===== src/rtl/combinational_mux_14bit_output_pkg.sv =====
// rtl/combinational_mux_14bit_output_pkg.sv - shared constants for the display-source selector
package combinational_mux_14bit_output_pkg;

    localparam int DEF_DATA_W      = 14;
    localparam int DEF_MAX_DISPLAY = 9999;

    localparam logic [2:0] MODE_TOTAL_STEPS = 3'd0;
    localparam logic [2:0] MODE_DISTANCE    = 3'd1;
    localparam logic [2:0] MODE_32SPS       = 3'd2;
    localparam logic [2:0] MODE_64SPS       = 3'd3;

endpackage


===== src/rtl/combinational_mux_14bit_output_if.sv =====
// rtl/combinational_mux_14bit_output_if.sv - statistics/mode inputs and display outputs of the selector
interface combinational_mux_14bit_output_if
    import combinational_mux_14bit_output_pkg::*;
#(
    parameter int DATA_W = DEF_DATA_W
);
    logic [2:0]        mode;
    logic [DATA_W-1:0] total_steps;
    logic [DATA_W-1:0] distance_covered;
    logic [DATA_W-1:0] thirty_two_steps_per_second;
    logic [DATA_W-1:0] sixty_four_steps_per_second;
    logic [DATA_W-1:0] main_output;
    logic [15:0]       main_output_bcd;
    logic              mode_valid;
    logic              over_range;

    modport master (
        output mode, total_steps, distance_covered,
               thirty_two_steps_per_second, sixty_four_steps_per_second,
        input  main_output, main_output_bcd, mode_valid, over_range
    );

    modport slave (
        input  mode, total_steps, distance_covered,
               thirty_two_steps_per_second, sixty_four_steps_per_second,
        output main_output, main_output_bcd, mode_valid, over_range
    );

endinterface


===== src/rtl/combinational_mux_14bit_output_bin_to_bcd_14.sv =====
// rtl/combinational_mux_14bit_output_bin_to_bcd_14.sv - combinational 14-bit binary to 4-digit BCD
module bin_to_bcd_14 (
    input  logic [13:0] bin_i,
    output logic [15:0] bcd_o
);

    // Double-dabble: BCD digits live in sr[29:14], binary shifts out of sr[13:0].
    logic [29:0] sr;

    always_comb begin
        sr = '0;
        sr[13:0] = bin_i;
        for (int i = 0; i < 14; i++) begin
            for (int d = 0; d < 4; d++) begin
                if (sr[14+4*d +: 4] >= 4'd5) begin
                    sr[14+4*d +: 4] = sr[14+4*d +: 4] + 4'd3;
                end
            end
            sr = sr << 1;
        end
        bcd_o = sr[29:14];
    end

endmodule


===== src/rtl/combinational_mux_14bit_output.sv =====
// rtl/combinational_mux_14bit_output.sv - selects, clamps and registers one activity statistic for display
module combinational_mux_14bit_output
    import combinational_mux_14bit_output_pkg::*;
#(
    parameter int DATA_W      = DEF_DATA_W,
    parameter int MAX_DISPLAY = DEF_MAX_DISPLAY
) (
    input  logic                             clk,
    input  logic                             reset,
    combinational_mux_14bit_output_if.slave  bus
);

    localparam logic [DATA_W-1:0] MAX_VAL = DATA_W'(MAX_DISPLAY);

    logic [DATA_W-1:0] raw;
    logic              mode_ok;
    logic [DATA_W-1:0] main_output_d, main_output_q;
    logic [15:0]       bcd_d, bcd_q;
    logic              mode_valid_d, mode_valid_q;
    logic              over_range_d, over_range_q;

    always_comb begin
        raw     = '0;
        mode_ok = 1'b1;
        case (bus.mode)
            MODE_TOTAL_STEPS: raw = bus.total_steps;
            MODE_DISTANCE:    raw = bus.distance_covered;
            MODE_32SPS:       raw = bus.thirty_two_steps_per_second;
            MODE_64SPS:       raw = bus.sixty_four_steps_per_second;
            default:          mode_ok = 1'b0;
        endcase
    end

    always_comb begin
        over_range_d  = raw > MAX_VAL;
        main_output_d = over_range_d ? MAX_VAL : raw;
        mode_valid_d  = mode_ok;
    end

    // BCD is derived from the clamped value before the register so both update together.
    bin_to_bcd_14 u_bcd (
        .bin_i (main_output_d),
        .bcd_o (bcd_d)
    );

    always_ff @(posedge clk) begin
        if (reset) begin
            main_output_q <= '0;
            bcd_q         <= '0;
            mode_valid_q  <= 1'b0;
            over_range_q  <= 1'b0;
        end else begin
            main_output_q <= main_output_d;
            bcd_q         <= bcd_d;
            mode_valid_q  <= mode_valid_d;
            over_range_q  <= over_range_d;
        end
    end

    assign bus.main_output     = main_output_q;
    assign bus.main_output_bcd = bcd_q;
    assign bus.mode_valid      = mode_valid_q;
    assign bus.over_range      = over_range_q;

endmodule


===== src/flat_wrapper.sv =====
// flat-port wrapper written by rule: the top's interface ports become plain ports
module combinational_mux_14bit_output_flat import combinational_mux_14bit_output_pkg::*;
#(
    parameter int DATA_W      = DEF_DATA_W,
    parameter int MAX_DISPLAY = DEF_MAX_DISPLAY
)
  (clk, reset, bus_mode, bus_total_steps, bus_distance_covered, bus_thirty_two_steps_per_second, bus_sixty_four_steps_per_second, bus_main_output, bus_main_output_bcd, bus_mode_valid, bus_over_range);
  combinational_mux_14bit_output_if #(.DATA_W(DATA_W)) bus_i ();
  input  logic clk;
  input  logic reset;
  input wire logic [$bits(bus_i.mode)-1:0] bus_mode;
  input wire logic [$bits(bus_i.total_steps)-1:0] bus_total_steps;
  input wire logic [$bits(bus_i.distance_covered)-1:0] bus_distance_covered;
  input wire logic [$bits(bus_i.thirty_two_steps_per_second)-1:0] bus_thirty_two_steps_per_second;
  input wire logic [$bits(bus_i.sixty_four_steps_per_second)-1:0] bus_sixty_four_steps_per_second;
  output wire logic [$bits(bus_i.main_output)-1:0] bus_main_output;
  output wire logic [$bits(bus_i.main_output_bcd)-1:0] bus_main_output_bcd;
  output wire logic [$bits(bus_i.mode_valid)-1:0] bus_mode_valid;
  output wire logic [$bits(bus_i.over_range)-1:0] bus_over_range;
  assign bus_i.mode = bus_mode;
  assign bus_i.total_steps = bus_total_steps;
  assign bus_i.distance_covered = bus_distance_covered;
  assign bus_i.thirty_two_steps_per_second = bus_thirty_two_steps_per_second;
  assign bus_i.sixty_four_steps_per_second = bus_sixty_four_steps_per_second;
  assign bus_main_output = bus_i.main_output;
  assign bus_main_output_bcd = bus_i.main_output_bcd;
  assign bus_mode_valid = bus_i.mode_valid;
  assign bus_over_range = bus_i.over_range;
  combinational_mux_14bit_output #(.DATA_W(DATA_W), .MAX_DISPLAY(MAX_DISPLAY)) u_core (.clk(clk), .reset(reset), .bus(bus_i));
endmodule

===== config.mk =====
export PLATFORM = sky130hd
export DESIGN_NAME = combinational_mux_14bit_output_flat
export DESIGN_NICKNAME = d
export VERILOG_FILES = /design/src/rtl/combinational_mux_14bit_output_pkg.sv /design/src/rtl/combinational_mux_14bit_output_if.sv /design/src/rtl/combinational_mux_14bit_output_bin_to_bcd_14.sv /design/src/rtl/combinational_mux_14bit_output.sv /design/src/flat_wrapper.sv
export SDC_FILE = /design/constraint.sdc
export NUM_CORES = 1
export LEC_CHECK = 0
export ABC_CLOCK_PERIOD_IN_PS = 25000
export CAP_MARGIN = 20
export CORE_MARGIN = 2
export CORE_UTILIZATION = 60
export CTS_CLUSTER_DIAMETER = 100
export DETAILED_ROUTE_END_ITERATION = 6
export GPL_TIMING_DRIVEN = 0
export PLACE_DENSITY = 0.89
export SLEW_MARGIN = 20
export SYNTH_ARGS = -nofsm -noshare
export SYNTH_HDL_FRONTEND = slang
export SYNTH_SLANG_ARGS = --single-unit

===== constraint.sdc =====
create_clock -name clk -period 25 [get_ports clk]
set_input_delay 6.25 -clock clk [delete_from_list [all_inputs] [get_ports clk]]
set_output_delay 6.25 -clock clk [all_outputs]
set_load 0.01 [all_outputs]

-- After elaboration in Yosys (flattened, before gate mapping)
Cells that the tools add are included.
- flip-flop bits (word level): 32
- output and inout bits: 32
- word-level logic and storage cells: 151
- add/subtract/negate cells: 46
- magnitude comparators: 47
- eq/ne operators: 3
- mux-type cells: 49
- reductions and logical operators: 2
- operators with widths (operator ; number):
    >= comparator 4 x 3 -> 1 bit (second input constant) ; 42
    adder 4 x 2 -> 4 bit (second input constant) ; 33
    2-to-1 mux 4 bit ; 33
    one-hot mux 14 bit (4 select lines) ; 1
    2-to-1 mux 3 bit ; 13
    adder 3 x 2 -> 3 bit (second input constant) ; 9
    greater-than comparator 14 bit (second input constant) ; 1
    2-to-1 mux 14 bit ; 1
    adder 1 x 2 -> 3 bit (both inputs constant) ; 3
    >= comparator 1 x 3 -> 1 bit (both inputs constant) ; 3
    == test 3 x 2 -> 1 bit (second input constant) ; 2
    OR reduction 4 bit ; 1
    adder 1 x 2 -> 3 bit (second input constant) ; 1
    == test 3 x 1 -> 1 bit (second input constant) ; 1
    >= comparator 1 x 3 -> 1 bit (second input constant) ; 1
    logical NOT 3 bit ; 1
    2-to-1 mux 1 bit ; 1

-- Depth between registers and ports, before layout
- depth in word-level cells: 30
- gate-level depth with buffers: 60
- gate-level depth less buffers: 57

-- Hierarchy
Synthesis repeated with hierarchy kept, for this count alone.
- cells, all modules: 717
- area, all modules: 5507.8 um^2
- modules (own cells, without submodules) (module ; times used ; cells an instance ; area an instance (um^2) ; sequential area each (um^2)):
    bin_to_bcd_14 ; 1 ; 567 ; 3976.3 ; 0.0
    combinational_mux_14bit_output ; 1 ; 150 ; 1531.5 ; 640.6

-- Worst setup path before layout
OpenSTA, ideal clock, no wires.
- kind: in2reg
- start: in bus_mode[0]
- end: reg u_core.bcd_q[8] (netlist: u_core.bus.main_output_bcd[8])
- library setup time: 0.128 ns
- arrival: 16.028 ns
- setup slack: 8.844 ns
- stages on the path: 47
- cells stage by stage: buf_6 > mux4_2 > buf_6 > or3b_1 > ha_1 > nand2b_1 > nand2_1 > nand2_1 > nand2_1 > ha_1 > nor2b_1 > or4_4 > o211a_1 > or3_4 > nand2_4 > inv_1 > ha_1 > a21o_1 > (+11 left out) > ha_1 > nor4b_1 > o211a_1 > nor2_1 > inv_1 > ha_1 > o211a_1 > o32ai_4 > and2_1 > o21ai_0 > ha_1 > o21bai_1 > maj3_1 > a2bb2oi_1 > mux2_2 > a21oi_1 > xor2_1 > nor2_1
- longest elaborated chain between the ends: 30
- elaborated cells on any way between the ends: 76
- classes of those cells: add/sub: 23; order compare: 24; eq/ne: 3; mux: 25; reduce/logical: 1
- RTL lines (element ; RTL line ; text):
    start: declaration ; flat_wrapper.sv:11 ; input wire logic [$bits(bus_i.mode)-1:0] bus_mode;
    == test 3 x 2 -> 1 bit, or another cell as far along ; combinational_mux_14bit_output.sv:25 ; case (bus.mode)
    one-hot mux 14 bit (4 select lines) (*) ; combinational_mux_14bit_output.sv:25 ;
    greater-than comparator 14 bit ; combinational_mux_14bit_output.sv:35 ; over_range_d = raw > MAX_VAL;
    2-to-1 mux 14 bit (*) ; combinational_mux_14bit_output.sv:36 ; main_output_d = over_range_d ? MAX_VAL : raw;
    >= comparator 1 x 3 -> 1 bit or adder 1 x 2 -> 3 bit (tied branches) ; combinational_mux_14bit_output_bin_to_bcd_14.sv:15, combinational_mux_14bit_output_bin_to_bcd_14.sv:16 ;
    2-to-1 mux 3 bit ; combinational_mux_14bit_output_bin_to_bcd_14.sv:15 ; if (sr[14+4*d +: 4] >= 4'd5) begin
    adder 4 x 2 -> 4 bit or >= comparator 4 x 3 -> 1 bit (tied branches) ; combinational_mux_14bit_output_bin_to_bcd_14.sv:16, combinational_mux_14bit_output_bin_to_bcd_14.sv:15 ;
    2-to-1 mux 4 bit ; combinational_mux_14bit_output_bin_to_bcd_14.sv:15 ;
    (+14 left out) ; n/a ;
    adder 4 x 2 -> 4 bit or >= comparator 4 x 3 -> 1 bit (tied branches) ; combinational_mux_14bit_output_bin_to_bcd_14.sv:16, combinational_mux_14bit_output_bin_to_bcd_14.sv:15 ;
    2-to-1 mux 4 bit ; combinational_mux_14bit_output_bin_to_bcd_14.sv:15 ;
    adder 4 x 2 -> 4 bit or >= comparator 4 x 3 -> 1 bit (tied branches) ; combinational_mux_14bit_output_bin_to_bcd_14.sv:16, combinational_mux_14bit_output_bin_to_bcd_14.sv:15 ;
    2-to-1 mux 4 bit ; combinational_mux_14bit_output_bin_to_bcd_14.sv:15 ;
    adder 4 x 2 -> 4 bit or >= comparator 4 x 3 -> 1 bit (tied branches) ; combinational_mux_14bit_output_bin_to_bcd_14.sv:16, combinational_mux_14bit_output_bin_to_bcd_14.sv:15 ;
    2-to-1 mux 4 bit ; combinational_mux_14bit_output_bin_to_bcd_14.sv:15 ;
    adder 4 x 2 -> 4 bit or >= comparator 4 x 3 -> 1 bit (tied branches) ; combinational_mux_14bit_output_bin_to_bcd_14.sv:16, combinational_mux_14bit_output_bin_to_bcd_14.sv:15 ;
    2-to-1 mux 4 bit (*) ; combinational_mux_14bit_output_bin_to_bcd_14.sv:15 ;
    end signal: assignment ; combinational_mux_14bit_output.sv:49 ; bcd_q <= '0;
    end signal: assignment ; combinational_mux_14bit_output.sv:54 ; bcd_q <= bcd_d;
    end: declaration ; combinational_mux_14bit_output.sv:18 ; logic [15:0] bcd_d, bcd_q;
Every way passes the cells marked *; elsewhere a longest branch is shown, timed or not.
A chain may end at the register's enable or synchronous reset.

-- Final worst setup path
- start: in bus_total_steps[13]
- end: reg u_core.bcd_q[8] (netlist: u_core.bus.main_output_bcd[8])
- longest elaborated chain between the ends: 29
- elaborated cells on any way between the ends: 72
- classes of those cells: add/sub: 23; order compare: 24; mux: 25
- RTL lines (element ; RTL line ; text):
    start: declaration ; flat_wrapper.sv:12 ; input wire logic [$bits(bus_i.total_steps)-1:0] bus_total_steps;
    one-hot mux 14 bit (4 select lines) (*) ; combinational_mux_14bit_output.sv:25 ;
    greater-than comparator 14 bit ; combinational_mux_14bit_output.sv:35 ;
    2-to-1 mux 14 bit (*) ; combinational_mux_14bit_output.sv:36 ;
    >= comparator 1 x 3 -> 1 bit or adder 1 x 2 -> 3 bit (tied branches) ; combinational_mux_14bit_output_bin_to_bcd_14.sv:15, combinational_mux_14bit_output_bin_to_bcd_14.sv:16 ;
    2-to-1 mux 3 bit ; combinational_mux_14bit_output_bin_to_bcd_14.sv:15 ;
    adder 4 x 2 -> 4 bit or >= comparator 4 x 3 -> 1 bit (tied branches) ; combinational_mux_14bit_output_bin_to_bcd_14.sv:16, combinational_mux_14bit_output_bin_to_bcd_14.sv:15 ;
    2-to-1 mux 4 bit ; combinational_mux_14bit_output_bin_to_bcd_14.sv:15 ;
    adder 4 x 2 -> 4 bit or >= comparator 4 x 3 -> 1 bit (tied branches) ; combinational_mux_14bit_output_bin_to_bcd_14.sv:16, combinational_mux_14bit_output_bin_to_bcd_14.sv:15 ;
    (+13 left out) ; n/a ;
    adder 4 x 2 -> 4 bit or >= comparator 4 x 3 -> 1 bit (tied branches) ; combinational_mux_14bit_output_bin_to_bcd_14.sv:16, combinational_mux_14bit_output_bin_to_bcd_14.sv:15 ;
    2-to-1 mux 4 bit ; combinational_mux_14bit_output_bin_to_bcd_14.sv:15 ;
    adder 4 x 2 -> 4 bit or >= comparator 4 x 3 -> 1 bit (tied branches) ; combinational_mux_14bit_output_bin_to_bcd_14.sv:16, combinational_mux_14bit_output_bin_to_bcd_14.sv:15 ;
    2-to-1 mux 4 bit ; combinational_mux_14bit_output_bin_to_bcd_14.sv:15 ;
    adder 4 x 2 -> 4 bit or >= comparator 4 x 3 -> 1 bit (tied branches) ; combinational_mux_14bit_output_bin_to_bcd_14.sv:16, combinational_mux_14bit_output_bin_to_bcd_14.sv:15 ;
    2-to-1 mux 4 bit ; combinational_mux_14bit_output_bin_to_bcd_14.sv:15 ;
    adder 4 x 2 -> 4 bit or >= comparator 4 x 3 -> 1 bit (tied branches) ; combinational_mux_14bit_output_bin_to_bcd_14.sv:16, combinational_mux_14bit_output_bin_to_bcd_14.sv:15 ;
    2-to-1 mux 4 bit (*) ; combinational_mux_14bit_output_bin_to_bcd_14.sv:15 ;
Marks and branches as above.

==> run metrics <==
status=complete, no violations; Syn Area/Cell=7.67 um2; Synth Flop Type=dfxtp_1; Final #Nets=880; Worst-Margin Slew=922 ps; top-area cell type share of the netlist area=0.116; # clock sinks=31; grt ovf=0; DRT Pass-1 Iters=7; kind of critical path=input pin to flip-flop; Synth area leader=dfxtp_1; Slowest cell on crit path=mux4_2; Layout area overhead=21.8%; CP arrival=17,470 ps; Max FO, Critical Path=10; post-cts sizing count=0; Initial Util=0.615; root buffer cell=clkbuf_8; Cell Area, Synth=5340 um2; relative slew slack=0.386; Seq/Total Area, Yosys=0.116; Distinct cells, synth=111; first-pass GRT wire length=26,700 um; clk slew on worst S/H paths=80 ps; Num CTS Buffers=5; Startpoint Class=input pin; initial antenna violation count=0; Fmax achieved=57.8 MHz; Top Family by Delay on Critical Path=simple AND/OR/NAND/NOR gates; fraction of layout cells with a size suffix above 1=0.138; H-tree depth=2; Setup crit end kind=flip-flop; Warnings, synthesis=0; Max Cap Violations=0; largest net degree at the start of global routing=11; area of the multi-input gates=4420 um2; Iter 0 DRT Violations=497; clk buf depth=2; # fillers=649; GRT Total Usage=0.323; crit path time final=17,300 ps; WL/cell=17.3 um; Core Box Area=8680 um2; Period Utilization, post-route=0.692; gpl congestion=0.952; Hold Vio Cnt, Final=0; dpl hpwl=12,100 um; most common library cells after synthesis=nor2_1 (72), nand2_1 (61), a21oi_1 (47); via count=5,992; critical path buffer and inverter count=5; residual DRC count=0; # IOs=93; RSZ-0062 raised after global routing=false; vias in the first global route=5,859; final wirelength=15,600 um; Final Max Tran Viols=0; most used standard cell by instance count after synthesis=nor2_1; ant diodes=0; #FFs+latches synth=31; Worst Path Required=25,170 ps; Via density=6.62; die area=9670 um2; CTS tree=yes; row count=34; Critical Path Max Stage Delay=550 ps; # Post-CTS Setup Buffers=0; number of synthesized flops with an enable pin=0; Setup TNS=0 ps; Most common cell on crit path=ha_1; Die Wd=98.3 um; Async SR Flop Fraction=0; number of routed nets with antenna violations=0; Die Ht=98.3 um; FF+latch area=621 um2; cell count after synthesis=696; port bufs=90; ranking of synthesized cells by area=dfxtp_1 (12%), ha_1 (5.4%), nor2_1 (5.1%), mux4_2 (4.6%), a21oi_1 (4.4%); final setup vio count=0; hold_buf cts=0; Hold Crit Class=input pin to flip-flop
-- per-stage QoR --
step	util	worst slack (ps)	area, um2	std cells	hold slack, ps
2_1_floorplan	-	8840	5350	698	6470
3_3_place_gp	0.735	7810	6380	896	6830
3_5_place_dp	0.736	7570	6390	897	6830
4_1_cts	0.749	7830	6500	905	6530
5_1_grt	0.749	7070	6500	905	6550
6_report	0.749	7700	6500	905	6530
-- path summary, 6_finish.rpt --
check	start	to	slack, ps	cells past startpoint
setup / recovery	bus_total_steps[13]	u_core.bus.main_output_bcd[8]	7700	47
hold / removal	bus_mode[1]	u_core.bus.main_output[12]	6530	3
-- registers in the layout (all words and copies together) (netlist names) --
signal and count:
u_core.bus.main_output 14, u_core.bus.main_output_bcd 15, u_core.bus.mode_valid 1, u_core.bus.over_range 1
-- tightest hold or removal path, cell delays in order --
cell    delay (ps)
buf_2          150
mux4_2         240
and3_1         150
-- layer usage --
metal / routed length [um] / track usage / share of wire / up-vias
li1: - / - / - / 2848
met1: 6700 / 0.411 / 0.43 / 2814
met2: 7410 / 0.557 / 0.47 / 292
met3: 1110 / 0.0608 / 0.071 / 38
met4: 418 / 0.0938 / 0.027 / 0
met5: 0 / 0 / 0 / -
-- logic make-up after synthesis --
kind of cell	share of synthesized area
xor+xnor	0.0354
fa+ha+maj	0.0577
simple gates	0.253
compound gates	0.363
other cells	0.000703
flops	0.116
buf+inv	0.0572
mux	0.116
-- cell type report --
| cell class | count | share of cell area |
|---|---|---|
| Sequential cell | 31 | 0.0954 |
| Timing Repair Buffer | 91 | 0.139 |
| Clock inverter | 2 | 0.00539 |
| Inverter | 34 | 0.0200 |
| Buffer | 35 | 0.0269 |
| Multi-Input combinational cell | 598 | 0.679 |
| Clock buffer | 6 | 0.0127 |
| Tap cell | 108 | 0.0208 |
-- layout by cell type (no fill, tap or decap), types with 5 or more instances in the layout --
cell	Yosys	layout
nand3_1	19	19
ha_1	23	23
a221o_1	7	7
nor2_1	72	72
a211o_1	7	7
o21ai_0	33	33
a311oi_1	5	5
and3_1	13	13
o21ai_1	7	7
nand2b_1	10	10
mux4_2	11	11
xnor2_1	8	8
dfxtp_1	31	31
or2_1	5	5
clkbuf_1	18	18
clkdlybuf4s50_1	0	90
a211oi_1	14	14
mux2i_1	17	17
clkbuf_8	0	6
o211ai_1	13	13
nand2_1	61	61
nor2b_1	5	5
nor3_1	26	26
a22oi_1	8	8
buf_2	11	12
inv_1	27	27
o22ai_1	8	8
and2_1	14	14
o21a_1	10	10
nand4_1	5	5
a21oi_1	47	47
mux2_2	10	10
Power is not shown: default switching activity piles up to over one toggle a cycle in this logic, so the estimate is an artifact.
